<file path="src/rtl/audio_pkg.sv">
// Shared constants and helpers for the audio sample sink: midscale value,
// packed-sample field slicing and the phase accumulator width.
package audio_pkg;

  localparam int AUDIO_PH_W = 32;

  function automatic int AUDIO_MIDSCALE(input int w);
    return 1 << (w - 1);
  endfunction

  // Packed sample layout: left channel in the upper W bits, right in the lower W.
  function automatic logic [31:0] audio_left(input logic [63:0] s, input int w);
    logic [63:0] m;
    m = (64'd1 << w) - 64'd1;
    return 32'((s >> w) & m);
  endfunction

  function automatic logic [31:0] audio_right(input logic [63:0] s, input int w);
    logic [63:0] m;
    m = (64'd1 << w) - 64'd1;
    return 32'(s & m);
  endfunction

endpackage

</file>
<file path="src/rtl/audio_dsm_1bit.sv">
// First-order 1-bit delta-sigma modulator; the output bit is the carry of a
// free-running accumulator, so its density tracks din / 2^AUDIO_BITS.
module audio_dsm_1bit #(
  parameter int AUDIO_BITS = 12
) (
  input  logic                  clk,
  input  logic                  aclr_,
  input  logic [AUDIO_BITS-1:0] din,
  output logic                  dout
);

  logic [AUDIO_BITS:0] r_acc;

  always_ff @(posedge clk or negedge aclr_) begin
    if (!aclr_) r_acc <= '0;
    else        r_acc <= {1'b0, r_acc[AUDIO_BITS-1:0]} + {1'b0, din};
  end

  assign dout = r_acc[AUDIO_BITS];

endmodule

</file>
<file path="src/rtl/audio_sample_sink.sv">
// Stereo sample sink: small FIFO, fractional-rate pop pacing, one delta-sigma
// modulator per channel. AUDIO_SINK_UNDERRUN_MUTE_EN loads midscale on underrun.
module audio_sample_sink import audio_pkg::*; #(
  parameter int AUDIO_BITS = 12,
  parameter int CLK_HZ     = 50000000,
  parameter int SAMPLE_HZ  = 44100,
  parameter int FIFO_LOG2  = 3
) (
  input  logic                    clk,
  input  logic                    aclr_,
  input  logic                    wreq,
  input  logic [2*AUDIO_BITS-1:0] sample,
  input  logic                    clr_flags,
  output logic                    ready,
  output logic                    left_out,
  output logic                    right_out,
  output logic [FIFO_LOG2:0]      level,
  output logic                    underrun,
  output logic                    overflow
);

  localparam int W     = AUDIO_BITS;
  localparam int DEPTH = 1 << FIFO_LOG2;

  typedef logic [FIFO_LOG2:0]   ptr_t;
  typedef logic [AUDIO_PH_W:0]  ph_ext_t;
  typedef logic [2*W-1:0]       smp_t;

  localparam logic [W-1:0] MID     = W'(AUDIO_MIDSCALE(W));
  localparam ph_ext_t      CLK_C   = ph_ext_t'(CLK_HZ);
  localparam ph_ext_t      STEP_C  = ph_ext_t'(SAMPLE_HZ);
  localparam ptr_t         RDY_MAX = ptr_t'(DEPTH - 2);

  smp_t                  r_mem [DEPTH];
  ptr_t                  r_wptr, r_rptr;
  logic [AUDIO_PH_W-1:0] r_ph;
  logic [W-1:0]          r_cur_l, r_cur_r;
  logic                  r_primed, r_ready, r_underrun, r_overflow;

  ptr_t    w_level, w_level_nx;
  logic    w_full, w_empty, w_push, w_pop, w_drop, w_und, w_tick;
  ph_ext_t w_ph_sum;
  smp_t    w_head;
  logic [W-1:0] w_head_l, w_head_r;

  // Rate generator: exact SAMPLE_HZ ticks per CLK_HZ cycles.
  assign w_ph_sum = {1'b0, r_ph} + STEP_C;
  assign w_tick   = (w_ph_sum >= CLK_C);

  always_ff @(posedge clk or negedge aclr_) begin
    if (!aclr_)      r_ph <= '0;
    else if (w_tick) r_ph <= AUDIO_PH_W'(w_ph_sum - CLK_C);
    else             r_ph <= w_ph_sum[AUDIO_PH_W-1:0];
  end

  // FIFO state; fullness is judged on the pre-pop level.
  assign w_level = r_wptr - r_rptr;
  assign w_empty = (r_wptr == r_rptr);
  assign w_full  = (r_wptr[FIFO_LOG2] != r_rptr[FIFO_LOG2]) &&
                   (r_wptr[FIFO_LOG2-1:0] == r_rptr[FIFO_LOG2-1:0]);
  assign w_push  = wreq & ~w_full;
  assign w_drop  = wreq & w_full;
  assign w_pop   = w_tick & ~w_empty;
  assign w_und   = w_tick & w_empty & r_primed;

  assign w_level_nx = w_level + ptr_t'(w_push) - ptr_t'(w_pop);

  assign w_head   = r_mem[r_rptr[FIFO_LOG2-1:0]];
  assign w_head_l = W'(audio_left(64'(w_head), W));
  assign w_head_r = W'(audio_right(64'(w_head), W));

  always_ff @(posedge clk) begin
    if (w_push) r_mem[r_wptr[FIFO_LOG2-1:0]] <= sample;
  end

  always_ff @(posedge clk or negedge aclr_) begin
    if (!aclr_) begin
      r_wptr  <= '0;
      r_rptr  <= '0;
      r_ready <= 1'b0;
    end else begin
      if (w_push) r_wptr <= r_wptr + ptr_t'(1);
      if (w_pop)  r_rptr <= r_rptr + ptr_t'(1);
      r_ready <= (w_level_nx <= RDY_MAX);
    end
  end

  // Current output sample per channel.
  always_ff @(posedge clk or negedge aclr_) begin
    if (!aclr_) begin
      r_cur_l  <= '0;
      r_cur_r  <= '0;
      r_primed <= 1'b0;
    end else if (w_pop) begin
      r_cur_l  <= w_head_l;
      r_cur_r  <= w_head_r;
      r_primed <= 1'b1;
    end else if (w_und) begin
`ifdef AUDIO_SINK_UNDERRUN_MUTE_EN
      r_cur_l  <= MID;
      r_cur_r  <= MID;
`else
      r_cur_l  <= r_cur_l;
      r_cur_r  <= r_cur_r;
`endif
    end
  end

  // Sticky flags: a set in the same cycle as clr_flags wins.
  always_ff @(posedge clk or negedge aclr_) begin
    if (!aclr_) begin
      r_underrun <= 1'b0;
      r_overflow <= 1'b0;
    end else begin
      if (w_und)          r_underrun <= 1'b1;
      else if (clr_flags) r_underrun <= 1'b0;
      if (w_drop)         r_overflow <= 1'b1;
      else if (clr_flags) r_overflow <= 1'b0;
    end
  end

  audio_dsm_1bit #(.AUDIO_BITS(W)) u_dsm_l (
    .clk  (clk),
    .aclr_(aclr_),
    .din  (r_cur_l),
    .dout (left_out)
  );

  audio_dsm_1bit #(.AUDIO_BITS(W)) u_dsm_r (
    .clk  (clk),
    .aclr_(aclr_),
    .din  (r_cur_r),
    .dout (right_out)
  );

  assign ready    = r_ready;
  assign level    = w_level;
  assign underrun = r_underrun;
  assign overflow = r_overflow;

endmodule

</file>
<file path="config.mk">
export PLATFORM = sky130hd
export DESIGN_NAME = audio_sample_sink
export DESIGN_NICKNAME = d
export VERILOG_FILES = /design/src/rtl/audio_pkg.sv /design/src/rtl/audio_dsm_1bit.sv /design/src/rtl/audio_sample_sink.sv
export SDC_FILE = /design/constraint.sdc
export NUM_CORES = 1
export LEC_CHECK = 0
export ABC_AREA = 1
export CAP_MARGIN = 15
export CORE_MARGIN = 2
export CORE_UTILIZATION = 62
export DETAILED_ROUTE_END_ITERATION = 10
export GPL_ROUTABILITY_DRIVEN = 0
export GPL_TIMING_DRIVEN = 1
export PLACE_DENSITY = 0.82
export SLEW_MARGIN = 20
export SYNTH_ARGS = -nofsm -noshare
export SYNTH_HDL_FRONTEND = slang
export SYNTH_SLANG_ARGS = --single-unit
</file>
<file path="constraint.sdc">
create_clock -name clk -period 4.89 [get_ports clk]
set_input_delay 0.978 -clock clk [delete_from_list [all_inputs] [get_ports clk]]
set_output_delay 0.978 -clock clk [all_outputs]
set_load 0.02 [all_outputs]
</file>
Word level (Yosys, flattened, before mapping)

Memory sizes are Yosys's and may differ from the RTL's. A register that Yosys moved wholly into a read port is not among the register bits.
Cells that the tools add are included.

Word-level logic and storage cells: 41
Bits in registers: 70
Latch bits: 0
RAM bits: 192
ROM bits: 0
Memories: 1
Output and inout port bits: 9

Equal/unequal tests: 3
Reductions and logical operators: 4
Add/sub/neg operators: 9
Bitwise logic cells: 7
Magnitude comparators: 2
$mul: 0
Div/mod/pow operators: 0
Shift operators: 0
Muxes and demuxes: 6

Memories:

| memory | depth | width | read ports | clocked after memory_dff | write ports | RTL line                | RTL |
|---|---|---|---|---|---|---|---|
| r_mem  | 8     | 24    | 1          | 1                        | 1           | audio_sample_sink.sv:34 | `smp_t r_mem [DEPTH];` |

Operators by type and width:

| kind                                                           | number |
|---|---|
| adder 32 x 16 -> 33 bit, second input constant                 | 1 |
| >= comparator 33 x 26 -> 1 bit, second input constant          | 1 |
| 2-to-1 mux 32 bit                                              | 1 |
| subtractor 32 x 26 -> 32 bit, second input constant            | 1 |
| adder 12 x 12 -> 13 bit                                        | 2 |
| adder 4 x 1 -> 4 bit, second input constant                    | 2 |
| AND 1 bit                                                      | 5 |
| 2-to-1 mux 1 bit                                               | 5 |
| adder 4 x 1 -> 4 bit                                           | 1 |
| == test 4 bit                                                  | 1 |
| less-or-equal comparator 4 x 3 -> 1 bit, second input constant | 1 |
| nonzero test 2 bit                                             | 2 |
| subtractor 4 x 1 -> 4 bit                                      | 1 |
| subtractor 4 bit                                               | 1 |
| == test 3 bit                                                  | 1 |
| NOT 1 bit                                                      | 2 |
| logical AND 1 bit                                              | 1 |
| zero test 1 bit                                                | 1 |
| inequality test 1 bit                                          | 1 |

Logic depth before layout (Yosys ltp)

Word-level depth: 7
Gate-level depth with buffers: 28
Gate-level depth less buffers: 27

Modules after synthesis

Synthesis repeated with hierarchy kept, for this count alone.

Cell total of the unflattened synthesis: 1569
Area total of the unflattened synthesis: 14209.9 um^2

By module, submodules not included:

| module            | seq. area each (um^2) | instances | cells an instance | area each (um^2) |
|---|---|---|---|---|
| audio_sample_sink | 7417.1                | 1         | 1299              | 12253.0 |
| audio_dsm_1bit    | 325.3                 | 2         | 135               | 978.4 |

Worst setup path after synthesis

Ideal clock, no wire load.

Path type: register -> register
Start: register r_ph[2]
End: register r_ready, in the netlist ready
Data arrival time: 3470 ps
Clock period less this slack: 3592 ps
Cell stages (with the launch flop): 26
Required time: 4768 ps
Library setup time: 122 ps
Setup slack: 1298 ps
Path through: dfrtp_1 -> ha_1 -> nand3_1 -> nand2_1 -> nand2_1 -> xor2_1 -> ha_1 -> nand3_1 -> nor2_1 -> nor2_2 -> nand2_1 -> nand2_2 -> nand2_1 -> nand2_2 -> nand2_2 -> nand2_4 -> nand2_1 -> buf_2 -> inv_1 -> ha_1 -> inv_1 -> ha_1 -> fa_1 -> o21ai_0 -> a21oi_1 -> a21oi_1

Cells in the longest elaborated chain, start to end: 5

Ends and longest elaborated chain:

| element                                 | RTL line                | RTL |
|---|---|---|
| start: declaration                      | audio_sample_sink.sv:36 | `logic [AUDIO_PH_W-1:0] r_ph;` |
| start signal: assignment                | audio_sample_sink.sv:52 | `else if (w_tick) r_ph <= AUDIO_PH_W'(w_ph_sum - CLK_C);` |
| start signal: assignment                | audio_sample_sink.sv:53 | `else r_ph <= w_ph_sum[AUDIO_PH_W-1:0];` |
| adder 32 x 16 -> 33 bit                 | audio_sample_sink.sv:47 | `assign w_ph_sum = {1'b0, r_ph} + STEP_C;` |
| >= comparator 33 x 26 -> 1 bit          | audio_sample_sink.sv:48 | `assign w_tick = (w_ph_sum >= CLK_C);` |
| AND 1 bit                               | audio_sample_sink.sv:63 | `assign w_pop = w_tick & ~w_empty;` |
| net w_pop                               | audio_sample_sink.sv:41 | `logic w_full, w_empty, w_push, w_pop, w_drop, w_und, w_tick;` |
| subtractor 4 x 1 -> 4 bit               | audio_sample_sink.sv:66 | `assign w_level_nx = w_level + ptr_t'(w_push) - ptr_t'(w_pop);` |
| less-or-equal comparator 4 x 3 -> 1 bit | audio_sample_sink.sv:84 | `r_ready <= (w_level_nx <= RDY_MAX);` |
| end signal: assignment                  | audio_sample_sink.sv:84 |  |
| end: declaration                        | audio_sample_sink.sv:38 | `logic r_primed, r_ready, r_underrun, r_overflow;` |

The timed path passes the listed nets, and every way through them passes these cells.
A chain may end at the register's enable or synchronous reset.

Final worst setup path

Same ends and word-level chain as after synthesis.

==> summary.md <==
| Metric | Value |
|---|---|
| Final hold violation count | 0 |
| Number of buffers created by CTS | 28 |
| Area added between synthesis and finish | 11.4% |
| Worst path top cell family by delay | adder cells |
| Mean Syn Cell Area | 9.67 sq um |
| Post-synth top area share | 0.421 |
| Slew HR | 0.314 |
| Share of post-route cells with drive strength above 1 | 0.0754 |
| Worst path slowest cell | fa_1 |
| H-tree Lvls | 1 |
| DR iter-0 viols | 685 |
| Largest net degree at the start of global routing | 101 |
| Post-Syn Area | 13700 sq um |
| Post-CTS Setup Repair Bufs | 0 |
| Row cnt | 54 |
| Most frequent cells in the layout | 395 x nand2_1, 192 x edfxtp_1, 129 x nor2_1 |
| CTS sink cnt | 284 |
| Critical R2R Launch | r_ph[2] |
| Slowest stage delay, CP | 0.48 ns |
| Synth unique cells | 40 |
| Critical path class | reg -> reg |
| Core Region | 21800 sq um |
| Dominant cell type by area after synthesis | edfxtp_1 |
| Vias per Instance | around 5.8 |
| Highest clock rate | 0.263 GHz |
| GR Util All Layers | 0.250 |
| Most common cell after layout, fill and taps aside | nand2_1 |
| Crit path max fanout | 4 |
| Via count of the routed design | 10.2k |
| Initial antenna violation count | 0 |
| GR Util met2 | 0.420 |
| Crit path cell chain | ha_1 -> nand3_1 -> nand2_1 -> nand2_1 -> xor2_1 -> ha_1 -> nand3_1 -> nor2_1 -> nor2_2 -> nand2_1 -> nand2_2 -> nand2_1 -> nand2_2 -> nand2_2 -> nand2_4 -> nand2_1 -> inv_1 -> ha_1 -> inv_1 -> ha_1 -> fa_1 -> o21ai_0 -> a21oi_1 -> a21oi_1 |
| HP Class | in -> async |
| Reg2Reg Depth | 24 |
| GRT busiest layer | met2 |
| Clk pwr share | 0.375 |
| Arrival time at the worst endpoint | 4.22 ns |
| Pint | 0.00436 W |
| IO Count | 37 |
| Endpoint class of the critical path | flop |
| Mapped Cells | roughly 1.4k |
| Chip height | 153 um |
| Reg power frac | 0.503 |
| # resized after CTS | 0 |
| Sw frac | 0.247 |
| Vias in the first global route | 9800 |
| Nets | 1519 |
| Met1 Track Usage GR | 0.341 |
| First-pass GRT wire length | 47600 um |
| Clock latency on the worst-skew pair | between 0.5 and 0.6 ns |
| ANT nets after route | 0 |
| Area contributors post-synth | edfxtp_1 42%, dfrtp_1 17%, nand2_1 11% |
| Buf/Inv on CP | 2 |
| Minimum clock period | about 3.8 ns |
| Psw | 0.00143 W |
| CTS tree | built |
| Die width | 153 um |
| Initial core utilization | 0.630 |
| Diode count | 0 |
| Register area share after synthesis | 0.589 |
| Root buf cell | clkbuf_16 |
| Clk buf depth | 3 |
| Max-cap viol count | 0 |
| # port buffers | 36 |
| Fillers | between 1.5k and 2k |
| PwrDens | 380 nW/um^2 |
| First-pass iteration count of the detailed router | 5 |
| Ys Warns | 0 |
| Wirelength per Cell | around 17 um |
| Peak VDD IR | 0.000361 V |
| Leakage power | 6.57 nW |
| Final Cycle Share | 0.779 |
| DRC viols | 0 |
| Total chip power | slightly below 0.006 W |
| Final setup viols | 0 |
| Worst slew pin tran | 1.03 ns |
| Grt total ovfl | 0 |
| Fin cells | around 1.8k |
| WP data required | 5.31 ns |
| Combinational power share | 0.122 |
| Full die area | between 20000 and 25000 sq um |
| Worst reg2reg endpoint | ready |
| Critical path's most frequent cell | nand2_1 |
| WL final | 29000 um |
| Final Max Tran Viols | 0 |
| Setup TNS | 0 ns |
| Outcome | finished, final reports clean |
| Unrepaired setup endpoints after global routing | false |
| Reg clk slew, reported paths | roughly 0.060 ns |
| Synth Net Count | 1485 |
| Flop2flop setup slack | 1.08 ns |
| Layout Skew | 0.0386 ns |
| DP HPWL | between 15000 and 20000 um |
| Yosys reg bits | 284 |
| Cts hold-fix bufs | 0 |
| Met3 usage | 0.0296 |
| CP startpoint kind | flop |
| Placed cell count | 1701 |
-- layout make-up --
type	instances	area, sq um	share of cell area
Tap cell	280	350	0.0230
Multi-Input combinational cell	971	4970	0.326
Inverter	112	420	0.0276
Clock buffer	34	733	0.0480
Timing Repair Buffer	54	493	0.0323
Clock inverter	18	219	0.0143
Sequential cell	284	8070	0.529
-- power groups by stage --
stage                     logic [W]  clock network [W]  registers, W
after floorplan            0.000405                  0       0.00296
after global placement     0.000686                  0       0.00295
after detailed placement   0.000709                  0       0.00296
after CTS                  0.000715            0.00220       0.00291
after global routing       0.000780            0.00229       0.00293
final                      0.000708            0.00217       0.00291
-- worst reg2reg max path: cells and delay by family, from the launching register on --
kind            cells  cell delay (ns)
compound gates      3             0.30
xor+xnor            1             0.31
fa+ha+maj           5             1.44
buf+inv             2             0.09
flops               1             0.40
simple gates       13             1.16
-- state kept, by name, summed over array words and instances, names as in the netlist --
register,cells
ready,1
r_wptr,4
overflow,1
r_mem,192
r_primed,1
u_dsm_r.r_acc,13
r_rptr,4
r_cur_l,12
underrun,1
u_dsm_l.r_acc,13
r_cur_r,12
r_ph,30
-- kinds of logic after synthesis --
family / after synthesis / synth area share
flip-flops: 284 / 0.589
AND/OR/NAND/NOR: 684 / 0.208
adder cells (fa/ha/maj): 40 / 0.0387
buffers and inverters: 162 / 0.0497
AO/OA/AOI/OAI: 205 / 0.0878
XOR/XNOR: 42 / 0.0274
-- routing by layer --
layer  vias to the layer above  wire length, um  share of wire
met5                         -                0              0
met3                        84             1760          0.061
met4                         0              926          0.032
met2                       380            14200           0.49
met1                      4830            12100           0.42
li1                       4866                -              -
-- cells in the mapped netlist, drive strengths merged --
| master | instances |
|---|---|
| a211oi | 1 |
| a21oi | 47 |
| a31oi | 1 |
| a32o | 25 |
| and2 | 1 |
| buf | 14 |
| clkbuf | 36 |
| clkinv | 1 |
| dfrtp | 92 |
| edfxtp | 192 |
| fa | 4 |
| ha | 36 |
| inv | 111 |
| nand2 | 406 |
| nand3 | 102 |
| nand3b | 7 |
| nand4 | 13 |
| nor2 | 144 |
| nor3 | 11 |
| o2111ai | 1 |
| o211ai | 1 |
| o21a | 1 |
| o21ai | 100 |
| o21bai | 4 |
| o22ai | 24 |
| xnor2 | 10 |
| xor2 | 32 |
-- per-stage QoR --
stage	instance area, sq um	util	hold slack (ns)	setup slack (ns)
after CTS	15300	0.701	0.459	1.09
after global placement	14300	0.658	0.454	1.27
after detailed placement	14300	0.658	0.462	1.12
after global routing	15300	0.701	0.489	0.655
final	15300	0.701	0.448	1.08
after floorplan	13700	-	0.435	1.30
-- worst max path at each step --
stage	startpoint	to	slack, ns	cells after the start
detailed placement	r_ph[2]	ready	1.12	24
finish	r_ph[2]	ready	1.08	24
CTS	r_ph[2]	ready	1.09	24
global route	r_ph[2]	ready	0.65	24
floorplan	r_ph[2]	ready	1.30	25
global placement	r_ph[2]	ready	1.27	24
Note: power is estimated with default switching activity, not from simulation.
